[src/rtl/sdp_ram_pkg.sv]
// ============================================================================
// Module  : sdp_ram_pkg
// Brief   : Shared constants and helpers for the byte-enable dual-port RAM.
// Revision: 1.0
// ============================================================================
`default_nettype none

package sdp_ram_pkg;

    // Read-during-write behaviour on a same-address collision
    localparam int RD_OLD = 0;
    localparam int RD_NEW = 1;

    function automatic int lanes(input int size, input int lane);
        return size / lane;
    endfunction

endpackage

`default_nettype wire

[src/rtl/sdp_ram_core.sv]
// ============================================================================
// Module  : sdp_ram_core
// Brief   : Bare storage array with lane-masked write and read-first
//           registered read; no reset so block RAM inference is preserved.
// Revision: 1.0
// ============================================================================
`default_nettype none

module sdp_ram_core #(
    parameter int SIZE  = 8,
    parameter int DEPTH = 16,
    parameter int LANE  = 8,
    parameter int LANES = 1,
    parameter int AW    = 4
) (
    input  logic             clk,
    input  logic             wr_en,
    input  logic [AW-1:0]    wr_addr,
    input  logic [SIZE-1:0]  wr_data,
    input  logic [LANES-1:0] wr_mask,
    input  logic             rd_en,
    input  logic [AW-1:0]    rd_addr,
    output logic [SIZE-1:0]  rd_data
);

    localparam logic [AW:0] c_DEPTH = DEPTH[AW:0];

    logic [SIZE-1:0] r_mem [DEPTH];
    logic [SIZE-1:0] r_rd_data;
    logic            w_wr_in_range;

    // Addresses past the last entry exist when DEPTH is not a power of two
    assign w_wr_in_range = ({1'b0, wr_addr} < c_DEPTH);

    always_ff @(posedge clk) begin
        if (wr_en && w_wr_in_range) begin
            for (int i = 0; i < LANES; i++) begin
                if (wr_mask[i]) begin
                    r_mem[wr_addr][i*LANE +: LANE] <= wr_data[i*LANE +: LANE];
                end
            end
        end
    end

    always_ff @(posedge clk) begin
        if (rd_en) begin
            r_rd_data <= r_mem[rd_addr];
        end
    end

    assign rd_data = r_rd_data;

endmodule

`default_nettype wire

[src/rtl/sdp_ram_be.sv]
// ============================================================================
// Module  : sdp_ram_be
// Brief   : Simple dual-port RAM with per-lane write enables, read valid
//           tracking, selectable read-during-write and optional output stage.
// Revision: 1.0
// ============================================================================
`default_nettype none

module sdp_ram_be
    import sdp_ram_pkg::*;
#(
    parameter int SIZE    = 8,
    parameter int DEPTH   = 16,
    parameter int LANE    = 8,
    parameter int RD_MODE = RD_OLD,
    parameter int OUT_REG = 0,
    localparam int LANES  = lanes(SIZE, LANE),
    localparam int AW     = (DEPTH > 1) ? $clog2(DEPTH) : 1
) (
    input  logic             clk,
    input  logic             rst_n,
    input  logic             wr_en,
    input  logic [AW-1:0]    wr_addr,
    input  logic [SIZE-1:0]  wr_data,
    input  logic [LANES-1:0] wr_mask,
    input  logic             rd_en,
    input  logic [AW-1:0]    rd_addr,
    output logic [SIZE-1:0]  rd_data,
    output logic             rd_valid
);

    generate
        if ((SIZE % LANE) != 0 || SIZE < LANE) begin : g_bad_lane
            $error("sdp_ram_be: SIZE must be a non-zero multiple of LANE");
        end
    endgenerate

    logic            w_wr_go;
    logic            w_rd_go;
    logic [SIZE-1:0] w_arr_data;
    logic [SIZE-1:0] w_byp_data;
    logic [SIZE-1:0] w_s1_data;
    logic            r_v1;
    logic            r_empty;

    // Reset wins over both strobes: nothing reaches the array while held
    assign w_wr_go = wr_en & rst_n;
    assign w_rd_go = rd_en & rst_n;

    sdp_ram_core #(
        .SIZE  (SIZE),
        .DEPTH (DEPTH),
        .LANE  (LANE),
        .LANES (LANES),
        .AW    (AW)
    ) u_core (
        .clk     (clk),
        .wr_en   (w_wr_go),
        .wr_addr (wr_addr),
        .wr_data (wr_data),
        .wr_mask (wr_mask),
        .rd_en   (w_rd_go),
        .rd_addr (rd_addr),
        .rd_data (w_arr_data)
    );

    // r_empty masks the unreset array register to zero until the first read
    always_ff @(posedge clk) begin
        if (!rst_n) begin
            r_v1    <= 1'b0;
            r_empty <= 1'b1;
        end else begin
            r_v1 <= rd_en;
            if (rd_en) begin
                r_empty <= 1'b0;
            end
        end
    end

    generate
        if (RD_MODE == RD_NEW) begin : g_write_first
            logic             r_coll;
            logic [SIZE-1:0]  r_wdata;
            logic [LANES-1:0] r_wmask;

            // Bypass state only advances with a read so held data stays stable
            always_ff @(posedge clk) begin
                if (!rst_n) begin
                    r_coll <= 1'b0;
                end else if (rd_en) begin
                    r_coll <= wr_en && (wr_addr == rd_addr);
                end
            end

            always_ff @(posedge clk) begin
                if (rst_n && rd_en) begin
                    r_wdata <= wr_data;
                    r_wmask <= wr_mask;
                end
            end

            for (genvar i = 0; i < LANES; i++) begin : g_lane
                assign w_byp_data[i*LANE +: LANE] = (r_coll && r_wmask[i])
                                                  ? r_wdata[i*LANE +: LANE]
                                                  : w_arr_data[i*LANE +: LANE];
            end
        end else begin : g_read_first
            assign w_byp_data = w_arr_data;
        end
    endgenerate

    assign w_s1_data = r_empty ? '0 : w_byp_data;

    generate
        if (OUT_REG != 0) begin : g_out_reg
            logic            r_v2;
            logic [SIZE-1:0] r_d2;

            always_ff @(posedge clk) begin
                if (!rst_n) begin
                    r_v2 <= 1'b0;
                    r_d2 <= '0;
                end else begin
                    r_v2 <= r_v1;
                    if (r_v1) begin
                        r_d2 <= w_s1_data;
                    end
                end
            end

            assign rd_valid = r_v2;
            assign rd_data  = r_d2;
        end else begin : g_no_out_reg
            assign rd_valid = r_v1;
            assign rd_data  = w_s1_data;
        end
    endgenerate

endmodule

`default_nettype wire

[config.mk]
export PLATFORM = sky130hd
export DESIGN_NAME = sdp_ram_be
export DESIGN_NICKNAME = d
export VERILOG_FILES = /design/src/rtl/sdp_ram_pkg.sv /design/src/rtl/sdp_ram_core.sv /design/src/rtl/sdp_ram_be.sv
export SDC_FILE = /design/constraint.sdc
export NUM_CORES = 1
export LEC_CHECK = 0
export CORE_MARGIN = 1
export CORE_UTILIZATION = 38
export CTS_CLUSTER_DIAMETER = 150
export CTS_CLUSTER_SIZE = 40
export DETAILED_ROUTE_END_ITERATION = 6
export PLACE_DENSITY = 0.55
export REMOVE_ABC_BUFFERS = 1
export SYNTH_ARGS = -nofsm -noshare
export SYNTH_HDL_FRONTEND = slang
export SYNTH_SLANG_ARGS = --single-unit
[constraint.sdc]
create_clock -name clk -period 5.9 [get_ports clk]
set_input_delay 1.77 -clock clk [delete_from_list [all_inputs] [get_ports clk]]
set_output_delay 1.77 -clock clk [all_outputs]
set_load 0.02 [all_outputs]
==> results of run 1 <==
[stage by stage]
stage	total power [mW]	utilization	setup WS (ps)	instance area, µm²	hold slack [ps]
5_1_grt	2.24	0.471	1820	6370	668
3_5_place_dp	1.21	0.430	1500	5810	570
3_3_place_gp	1.21	0.430	1560	5810	575
6_report	2.18	0.471	1960	6370	577
4_1_cts	2.19	0.471	1940	6370	586
2_1_floorplan	1.15	-	2460	5260	526
[Yosys cell counts, drive strengths merged]
library cell / instances
inv: 1
nand3: 1
nand3b: 2
dfxtp: 2
edfxtp: 136
buf: 7
nand2b: 2
o21ai: 1
mux4: 32
a22oi: 16
or3b: 1
and2b: 1
nor2b: 9
nand2: 9
and2: 3
and3: 1
nor3: 4
clkdlybuf4s25: 3
nor2: 13
[final timing paths]
path	end	slack [ps]	depth (start not counted)	from
max reg2reg	u_core.rd_data[1]$_DFFE_PP_	4310	3	u_core.r_mem[0][1]$_DFFE_PP_
max	u_core.r_mem[0][5]$_DFFE_PP_	1960	4	rst_n
min	r_empty$_SDFFE_PN1P_	580	2	r_empty$_SDFFE_PN1P_
min reg2reg	r_empty$_SDFFE_PN1P_	580	2	r_empty$_SDFFE_PN1P_
[sequential cells by signal, indices dropped and copies added (netlist names)]
name            flops
u_core.r_mem      128
rd_valid            1
u_core.rd_data      8
r_empty             1
[report_power, final]
group	switching [mW]	leakage [nW]	total (mW)	internal, mW
Clock	0.406	0.250	0.984	0.578
Sequential	0.00307	1.25	1.09	1.09
Combinational	0.0558	0.541	0.101	0.0447
[cell type report]
cell class	instances	area (µm²)
inverters	1	3.75
repair buffers	35	330
clock inverters	14	128
multi-input cells	95	1130
clock buffers	18	429
well taps	176	220
flip-flops and latches	138	4120
fillers	1112	7140
[worst max-delay path: stages]
cell	delay, ps
clkdlybuf4s50_1	510
and3_1	310
or3b_2	530
nor3_1	850
[routing by layer]
metal / global-route usage / vias up
met4: 0.0617 / 0
met1: 0.218 / 1312
met3: 0.0533 / 12
li1: - / 1117
met5: 0 / -
met2: 0.251 / 84
[cell families after synthesis]
family	share of synthesized area
AOI/OAI and AO/OA	0.0234
and+or+nand+nor	0.0435
DFF	0.772
muxes	0.145
buffers and inverters	0.0169
==> results.ini, run 1 <==
[sta]
rsz0062_at_grt = no
skew_ps = 9.10
final_max_slew_viol_count = 0
final-setup-viol-count = 0
min_period_over_period = 0.667
final.min_clock_period_ps = 3940
tightest_slew_ps = 1090
slew_headroom = 0.268
setup_tns_ps = 0
final-hold-violation-count = 0
clock.fmax_mhz = 254

[clocking]
post_cts.repair.setup_buffers = 0
cts_root_buffer = clkbuf_16
clock_latency_ps = 420
ctsHoldBuffers = 0
cts_resized = 0
clock_path_buffers = 2
clkTransAtPathRegs_ps = 60
cts_tree = done
cts_sinks = 138
ctsHtreeMaxLevel = 4
cts_buffers = 17

[setup_path]
path_class = input port to register
critPathArrivalTime_ps = 3970
cp_max_fo = 8
cp.required_ps = 5930
cp-end-kind = register
startpoint_type = input port

[power_and_ir_drop]
power_leakage_nw = 2.04
power.density_nw_per_um2 = 342
max-vdd-ir-drop_v = 0.000235

[routing]
post_drt_via_cell_ratio = 5.29
met2WireLength_um = 5200
drt-total-wl_um = 10800
drt_iter0_drc = 192
wl_met3_um = 566
drtAntennaViolNets = 0
vias = 2525
first_pass_iters = 4
top_layer = met4
drc = 0
wire_per_inst_um = 22.5
wl_met1_um = 4860

[cells_and_area]
fin_nets = 309
final_cell_mix = edfxtp_1 (136), clkdlybuf4s50_1 (28), mux4_2 (18)
final_common_cell = edfxtp_1
final_cells = 477
drive_gt1_frac = 0.189
syn2layout_area_growth_pct = 19.1
antenna_cells = 0

[synthesis]
synth_area_leaders = edfxtp_1 (76%), mux4_2 (7.6%), mux4_1 (6.9%)
seq_area_frac_synth = 0.772
synth_top_cell_by_area = edfxtp_1
yosysWarnings = 0
yosysUniqueCellTypes = 22
synthCells = 244
synth_top_area_frac = 0.764
syn-cell-area_um2 = 5350
syn_avg_cell_area_um2 = 21.9
synth_seq_cells = 138

[global_routing]
grt_pass1_vias = 2614
track_usage = 0.164
grt_max_degree = 24
antenna_found_initial = 0
grt-ovfl-total = 0
grt_pass1_wl_um = 16200

[placed_design]
dp_hpwl_um = 6850
dp.cells = 445
place_congestion = 0.752
port_buffers = 29

[hold_path]
hold_path.class = register to register

[floorplan]
die_area_um2 = 14500
ios = 30
start_util = 0.396
core-area_um2 = 13500
die_h_um = 121
rows = 42
die_w_um = 121

[flow_run]
drv_cap = 0

[status]
status = finished, final reports clean

No activity file was read; power rests on OpenSTA's default activity.
==> run 2, diff against run 1 <==
--- a/config.mk
+++ b/config.mk
@@ -10,7 +10,7 @@
 export CTS_CLUSTER_DIAMETER = 150
 export CTS_CLUSTER_SIZE = 40
 export DETAILED_ROUTE_END_ITERATION = 6
-export PLACE_DENSITY = 0.55
+export PLACE_DENSITY = 0.57
 export REMOVE_ABC_BUFFERS = 1
 export SYNTH_ARGS = -nofsm -noshare
 export SYNTH_HDL_FRONTEND = slang
==> constraint.sdc (replaced) <==
create_clock -name clk -period 3.3 [get_ports clk]
set_input_delay 0.99 -clock clk [delete_from_list [all_inputs] [get_ports clk]]
set_output_delay 0.99 -clock clk [all_outputs]
set_load 0.02 [all_outputs]
==> run 2 against run 1 <==
Via count increased by 0.36%. Cell area up 2.2%. First-iteration DRC count down 24%. Worst hold slack better by 7.1 ps. Sequential power up 79%.
==> results.ini, run 2 (synthesis results as in run 1) <==
[floorplan]
die_area_um2 = 14500  ; unchanged
die_h_um = 121  ; unchanged
ios = 30  ; unchanged
start_util = 0.396  ; unchanged
core-area_um2 = 13500  ; unchanged
rows = 42  ; unchanged
die_w_um = 121  ; unchanged

[global_routing]
grt_pass1_vias = 2630  ; was 2614
antenna_found_initial = 0  ; unchanged
grt-ovfl-total = 0  ; unchanged
grt_pass1_wl_um = 15400  ; was 16200 µm
grt_max_degree = 33  ; was 24
track_usage = 0.156  ; was 0.164

[sta]
min_period_over_period = 0.786
final.min_clock_period_ps = 2590
tightest_slew_ps = 685  ; was 1090 ps
fin_ws_ps = 705  ; was 1960 ps
clock.fmax_mhz = 385
final_max_slew_viol_count = 0  ; unchanged
slew_headroom = 0.542  ; was 0.268
setup_tns_ps = 0  ; unchanged
final-setup-viol-count = 0  ; unchanged
skew_ps = 6.38  ; was 9.10 ps
final-hold-violation-count = 0  ; unchanged
rsz0062_at_grt = no  ; unchanged

[cells_and_area]
multi_input_area_um2 = 1130  ; unchanged
top_register = u_core.r_mem  ; unchanged
final_common_cell = edfxtp_1  ; unchanged
register_area_um2 = 4120  ; unchanged
antenna_cells = 0  ; unchanged
drive_gt1_frac = 0.216  ; was 0.189
final_cell_mix = edfxtp_1 (136), clkdlybuf4s50_1 (28), buf_4 (19)  ; was edfxtp_1 (136), clkdlybuf4s50_1 (28), mux4_2 (18)
fin_nets = 324  ; was 309
fin_area_um2 = 6510  ; was 6370 µm²
syn2layout_area_growth_pct = 21.7  ; was 19.1%
fill_cells = 1112  ; unchanged
largest_reg_flops = 128  ; unchanged

[setup_path]
cp_top_family = simple AND/OR/NAND/NOR gates  ; unchanged
r2r_slack_ps = 1730  ; was 4310 ps
cp.required_ps = 3430  ; was 5930 ps
cpMaxStageDelayCell = or3b_2  ; was nor3_1
cpPeakStageDelay_ps = 530  ; was 850 ps
path_cells = clkdlybuf4s50_1 > and3_1 > or3b_2 > nor3_1 > buf_4  ; was clkdlybuf4s50_1 > and3_1 > or3b_2 > nor3_1
startpoint_type = input port  ; unchanged
cp_num_cells = 5  ; was 4
critPathArrivalTime_ps = 2730  ; was 3970 ps
path_class = input port to register  ; unchanged
cp-end-kind = register  ; unchanged
cp_max_fo = 5  ; was 8
critPathBufInv = 2  ; was 1
reg2reg_depth = 3  ; unchanged

[placed_design]
place_area_um2 = 5950  ; was 5810 µm²
port_buffers = 29  ; unchanged
place_congestion = 0.741  ; was 0.752
dp_hpwl_um = 6660  ; was 6850 µm
place_ws_ps = 278  ; was 1500 ps

[power_and_ir_drop]
power_mw = 3.90  ; was 2.18 mW
max-vdd-ir-drop_v = 0.000362  ; was 0.000235 V
power.density_nw_per_um2 = 600  ; was 342 nW/µm²
power_leakage_nw = 2.13  ; was 2.04 nW

[clocking]
cts_sinks = 138  ; unchanged
clock_latency_ps = 420  ; about the same
post_cts.repair.setup_buffers = 0  ; unchanged
ctsHtreeMaxLevel = 4  ; unchanged
cts_tree = done  ; unchanged
cts_root_buffer = clkbuf_16  ; unchanged
ctsHoldBuffers = 0  ; unchanged
clkTransAtPathRegs_ps = 60  ; about the same
cts_buffers = 17  ; unchanged
clock_path_buffers = 2  ; unchanged
cts_resized = 0  ; unchanged

[status]
status = finished, final reports clean  ; unchanged

[routing]
drt_iter0_drc = 146  ; was 192
first_pass_iters = 4  ; unchanged
post_drt_via_cell_ratio = 5.16  ; was 5.29
drt-total-wl_um = 10200  ; was 10800 µm
drtAntennaViolNets = 0  ; unchanged
drc = 0  ; unchanged
wire_per_inst_um = 20.8  ; was 22.5 µm
vias = 2534  ; was 2525

[hold_path]
min_path_cells = 2  ; unchanged
hold_path.class = register to register  ; unchanged

[flow_run]
drv_cap = 0  ; unchanged

[run 2: final timing paths]
| kind | from | to |
|---|---|---|
| worst max-delay path | rst_n | u_core.r_mem[0][1]$_DFFE_PP_ |
| worst min-delay path | r_empty$_SDFFE_PN1P_ | r_empty$_SDFFE_PN1P_ |
| worst max register to register | u_core.r_mem[0][0]$_DFFE_PP_ | u_core.rd_data[0]$_DFFE_PP_ |
| worst min register to register | r_empty$_SDFFE_PN1P_ | r_empty$_SDFFE_PN1P_ |
[run 2: metrics by stage]
stage / instances / hold WS [ps] / utilization
2_1_floorplan: 234 / 526 / -
3_3_place_gp: 460 / 582 / 0.440
3_5_place_dp: 460 / 590 / 0.440
4_1_cts: 491 / 598 / 0.482
5_1_grt: 491 / 662 / 0.482
6_report: 491 / 584 / 0.482
[run 2: power by group]
part	switching, mW	internal, mW
registers	0.00505	1.95
logic	0.0986	0.0833
clock network	0.676	1.09
total	0.780	3.12
[run 2: per-layer routing]
| layer | routed length, µm | global-route usage | vias to the layer above |
|---|---|---|---|
| met2 | 5240 | 0.261 | 77 |
| met3 | 456 | 0.0467 | 16 |
| met5 | 0 | 0 | - |
| li1 | - | - | 1150 |
| met4 | 174 | 0.0764 | 0 |
| met1 | 4350 | 0.183 | 1291 |
[run 2: cell type report]
| cell class | instances | area share |
|---|---|---|
| Clock buffer | 18 | 0.0660 |
| Clock inverter | 13 | 0.0200 |
| Inverter | 1 | 0.000577 |
| Multi-Input combinational cell | 95 | 0.174 |
| Sequential cell | 138 | 0.634 |
| Tap cell | 176 | 0.0338 |
| Timing Repair Buffer | 50 | 0.0719 |
[run 2: worst min-delay path, stage by stage, from the launching register on]
cell and delay (ps):
dfxtp_1 380, inv_1 70, o21ai_0 80
==> edit 1: new RTL, flow settings as in run 1 <==
`DEPTH` is set to 16 in 2 places; all go to 32.
--- a/src/rtl/sdp_ram_core.sv
+++ b/src/rtl/sdp_ram_core.sv
@@ -8,7 +8,7 @@
 
 module sdp_ram_core #(
     parameter int SIZE  = 8,
-    parameter int DEPTH = 16,
+    parameter int DEPTH = 32,
     parameter int LANE  = 8,
     parameter int LANES = 1,
     parameter int AW    = 4
--- a/src/rtl/sdp_ram_be.sv
+++ b/src/rtl/sdp_ram_be.sv
@@ -10,7 +10,7 @@
     import sdp_ram_pkg::*;
 #(
     parameter int SIZE    = 8,
-    parameter int DEPTH   = 16,
+    parameter int DEPTH   = 32,
     parameter int LANE    = 8,
     parameter int RD_MODE = RD_OLD,
     parameter int OUT_REG = 0,
Ports: changed (resized rd_addr and wr_addr); port bits go from 30 to 32. The function was not compared with the original's and may differ.
==> edit 1 against run 1 <==
The run now ends with DRC left; power grew 46%; cell area grew 77%; critical path type unchanged; synthesized area grew 92%; largest power group unchanged; setup slack gained 0.041 ns; clock power shrank 8.7%; highest routed layer unchanged; sequential cell count grew 128; global-route usage shrank 0.63 points; routed wire length grew 95%.
==> edit 1: results (changes against run 1) <==
Status = finished with violations
Failing checks = DRC
Comb_multi_in = 145 (+53%)
Largest net degree at the start of global routing = 42 (+75%)
Seq/Total Area, Yosys = 0.777 (+0.00543)
DRC = 2 (+2)
Synth Area in Compound Gates = 0.000488 (-0.0229)
Clk_lat worst skew = 0.49 ns (+0.07 ns)
Clock-cell share = 0.0272 (-0.0603)
Post-synth top cells = edfxtp_1, mux4_2, nor2_1
Initial DRC count = 441 (+130%)
Area of the multi-input gates = 0.00217 sq mm (+92%)
First-pass GRT wire length = 31500 um (+95%)
Clock Skews = 0.0215 ns (+0.0124 ns)
Yosys reg bits = 266 (+93%)
Met3 usage = 0.0193 (-0.0340)
Net Sw Frac = 0.205 (-0.00885)
WL met1 = 9940 um (+100%)
Synth area leaders = edfxtp_1, mux4_2, nor2_1
DP HPWL = 13600 um (+99%)
Slowest Stage Delay on Critical Path = 0.73 ns (-0.12 ns)
Leak pwr = 3.33 nW (+64%)
Met2 global-route usage = 0.239 (-0.0117)
Met3 Wirelength = 1030 um (+82%)
Clk pin slew, worst setup/hold paths = 0.14 ns (+0.08 ns)
Ratio of cells with drive above 1 in the final layout = 0.247 (+0.0574)
Worst slew pin tran = 1.24 ns (+0.153 ns)
CLK BUF = 15 (-3)
Total GRT Usage = 0.157 (-0.00627)
DR vias/cell = 5.50 (+3.8%)
Mux cell area share after synthesis = 0.184 (+0.0398)
Largest register FFs = 256 (+100%)
Reg area = 0.00797 sq mm (+93%)
Cell variety after synth = 20 (-9.1%)
Iteration count of the initial detailed-routing pass = 7 (+3)
Non-clock buffer count = 42 (+20%)
GP Congestion = 0.754 (+0.19%)
Vias in the first global route = 4554 (+74%)
Met2 WL = 9740 um (+87%)
Port bufs = 31 (+6.9%)
Fillers = 2232 (+100%)
VDD IR max = 0.190 mV (-19%)
## edit 1: cell count changes in the layout (fill, tap and decap cells not counted), sizes merged, moves of 2 or more
cell      change
edfxtp      +128
mux4         +48
nor2         +20
a22oi        -16
mux2          +8
nand2         -8
clkinvlp      -7
buf           +6
clkinv        -6
nor3          -4
clkbuf        -3
nand3b        +3
nand2b        -2
or3b          +2
## edit 1: final timing paths
check	slack, ns	to	cells after the start	start
worst max-delay path	2.00	u_core.r_mem[4][7]	4	rst_n
worst min-delay path	0.58	r_empty	2	r_empty
worst max register to register	3.90	u_core.rd_data[4]	3	u_core.r_mem[22][4]
worst min register to register	0.58	r_empty	2	r_empty
## edit 1: per-stage QoR
step | power (W) | utilization | instances | worst slack, ns | instance area, sq um
floorplan | 0.00222 | - | 412 | 2.63 | 10100
global route | 0.00328 | 0.429 | 805 | 1.93 | 11300
global placement | 0.00233 | 0.417 | 789 | 1.49 | 11000
detailed placement | 0.00233 | 0.417 | 789 | 1.50 | 11000
CTS | 0.00322 | 0.429 | 805 | 2.03 | 11300
finish | 0.00319 | 0.429 | 805 | 2.00 | 11300
## edit 1: worst register-to-register path, stage by stage, from the launching register on
cell and delay [ns]:
edfxtp_1 0.40, mux4_2 0.54, mux4_2 0.55, mux2_2 0.29
## edit 1: power by group through the flow
stage | combinational, W | clock [W] | sequential, W
floorplan | 0.0000832 | 0 | 0.00213
global placement | 0.000197 | 0 | 0.00213
detailed placement | 0.000201 | 0 | 0.00213
CTS | 0.000201 | 0.000925 | 0.00209
global route | 0.000211 | 0.000978 | 0.00209
finish | 0.000197 | 0.000898 | 0.00209
## edit 1: kinds of logic (layout without fill, tap and decap cells)
kind of cell,count (synthesis),after routing
flip-flops,266,266
buffers and inverters,22,59
AO/OA/AOI/OAI,1,1
multiplexers,88,88
AND/OR/NAND/NOR,56,56
==> edit 2: new RTL, config.mk and constraints of run 1 <==
Without the edit above. Put a register stage on the output `rd_data`, cleared by the reset. The value now appears one clock later. The other outputs are not delayed to match.
--- a/src/rtl/sdp_ram_be.sv
+++ b/src/rtl/sdp_ram_be.sv
@@ -28,6 +28,8 @@
     output logic [SIZE-1:0]  rd_data,
     output logic             rd_valid
 );
+
+    logic [SIZE-1:0] rd_data_d;
 
     generate
         if ((SIZE % LANE) != 0 || SIZE < LANE) begin : g_bad_lane
@@ -129,12 +131,20 @@
             end
 
             assign rd_valid = r_v2;
-            assign rd_data  = r_d2;
+            assign rd_data_d = r_d2;
         end else begin : g_no_out_reg
             assign rd_valid = r_v1;
-            assign rd_data  = w_s1_data;
+            assign rd_data_d = w_s1_data;
         end
     endgenerate
+
+    always_ff @(posedge clk) begin
+        if (!rst_n) begin
+            rd_data <= '0;
+        end else begin
+            rd_data <= rd_data_d;
+        end
+    end
 
 endmodule
 
Formal check against the unedited RTL: not equivalent (Yosys sat finds a counterexample within 4 cycles, from zero or initial values and one cycle with rst_n low).
==> edit 2 against run 1 <==
Global-route usage down 0.42 points; register-to-register slack gained 0.03 ns; core utilization down 0.72 points; clock skew decreased by 0.0034 ns; synthesized area increased by 3.0%; routed wire length is 0.58% lower; non-clock buffer count is 1 lower; setup slack got worse by 0.076 ns; cell area is 2.0% higher; power up 1.3%; sequential cell count rose by 8; critical endpoint is now u_core.r_mem[0][4]; highest routed layer unchanged.
==> edit 2: results (changes against run 1) <==
Rel. slew slack = 0.192 (-0.0766)
VDD IR max = 0.267 mV (+13%)
H-tree depth = 4 (unchanged)
Async S/R FF share, synth = 0 (unchanged)
Status = completed
First-pass GRT wire length = 16200 um (+0.25%)
Vias in the first global route = 2629 (+0.57%)
Initial DRC count = 171 (-11%)
Largest net degree at the start of global routing = 33 (+38%)
Number of flops mapped to enable cells by yosys = 136 (unchanged)
Total GRT Usage = 0.160 (-0.00422)
Ratio of cells with drive above 1 in the final layout = 0.166 (-0.0232)
DP HPWL = 6700 um (-2.1%)
Via count = 2538 (+0.51%)
Met3 usage = 0.0441 (-0.00916)
Leak pwr = 2.10 nW (+3.2%)
Routed len/inst = 22.0 um (-2.6%)
GP Congestion = 0.743 (-1.2%)
Seq/Total Area, Yosys = 0.778 (+0.00647)
Post-synth top cells = edfxtp_1, mux4_2, a22oi_1
Post-DP Area = 0.00597 sq mm (+2.7%)
Met2 global-route usage = 0.254 (+0.00279)
Synth area leaders = edfxtp_1, mux4_2, mux4_1
Clock Skews = 0.00571 ns (-0.00339 ns)
PostCTS Resize Cnt = 0 (unchanged)
Cell variety after synth = 20 (-9.1%)
Iteration count of the initial detailed-routing pass = 4 (unchanged)
M1 GR Usage = 0.211 (-0.00695)
Setup WS pre-CTS = 1.46 ns (-0.0368 ns)
Final #Nets = 316 (+2.3%)
Crit path DAT = 4.04 ns (+0.07 ns)
edit 2: cell types whose count changed in the layout (fill, tap and decap cells not counted), sizes merged:
cell      change
nor2b         -7
buf           -1
clkinvlp      -4
o21ai         -1
dfxtp         +8
clkinv        +1
and2          +8
nor2          +1
clkbuf        +1
edit 2: path summary, 6_finish.rpt:
kind                      startpoint                 end  slack (ns)  depth (start not counted)
setup reg to reg  u_core.r_mem[1][5]   u_core.rd_data[5]        4.34                          3
hold / removal     u_core.rd_data[1]          rd_data[1]        0.44                          1
hold reg to reg    u_core.rd_data[1]          rd_data[1]        0.44                          1
setup / recovery               rst_n  u_core.r_mem[0][4]        1.89                          4
edit 2: metal layers:
metal  wire (um)  vias up
met3         491       11
met4         154        0
li1            -     1137
met5           0        -
met2        5270       58
met1        4770     1332
edit 2: logic make-up (layout without fill, tap and decap cells):
logic type / Yosys count / in the layout / share of synthesized area
flip-flops: 146 / 146 / 0.778
AO/OA/AOI/OAI: 16 / 16 / 0.0218
buffers and inverters: 10 / 65 / 0.0157
AND/OR/NAND/NOR: 48 / 48 / 0.0441
multiplexers: 32 / 32 / 0.140
edit 2: area by class of cell:
type,instances,area [sq um]
clock buffer,19,433
clock inverter,12,92.6
fill,1182,7490
multi-input combinational,96,1140
sequential,146,4280
tap,180,225
timing repair buffer,34,323
edit 2: report_power, final:
group | leakage, nW | internal (W) | switching, W
Sequential | 1.31 | 0.00114 | 0.00000234
Clock | 0.251 | 0.000569 | 0.000389
Combinational | 0.539 | 0.0000436 | 0.0000547
edit 2: stage by stage:
stage                     std cells  power (W)  hold WS [ns]   util
after floorplan                 242    0.00121         0.420      -
after global placement          456    0.00127         0.428  0.427
after detailed placement        456    0.00127         0.428  0.427
after CTS                       487    0.00223         0.441  0.464
after global routing            487    0.00228         0.446  0.464
final                           487    0.00220         0.439  0.464
edit 2: worst max-delay path, stage by stage:
cell             delay, ns
clkdlybuf4s50_1       0.50
and3_1                0.31
or3b_2                0.52
nor3_1                0.93
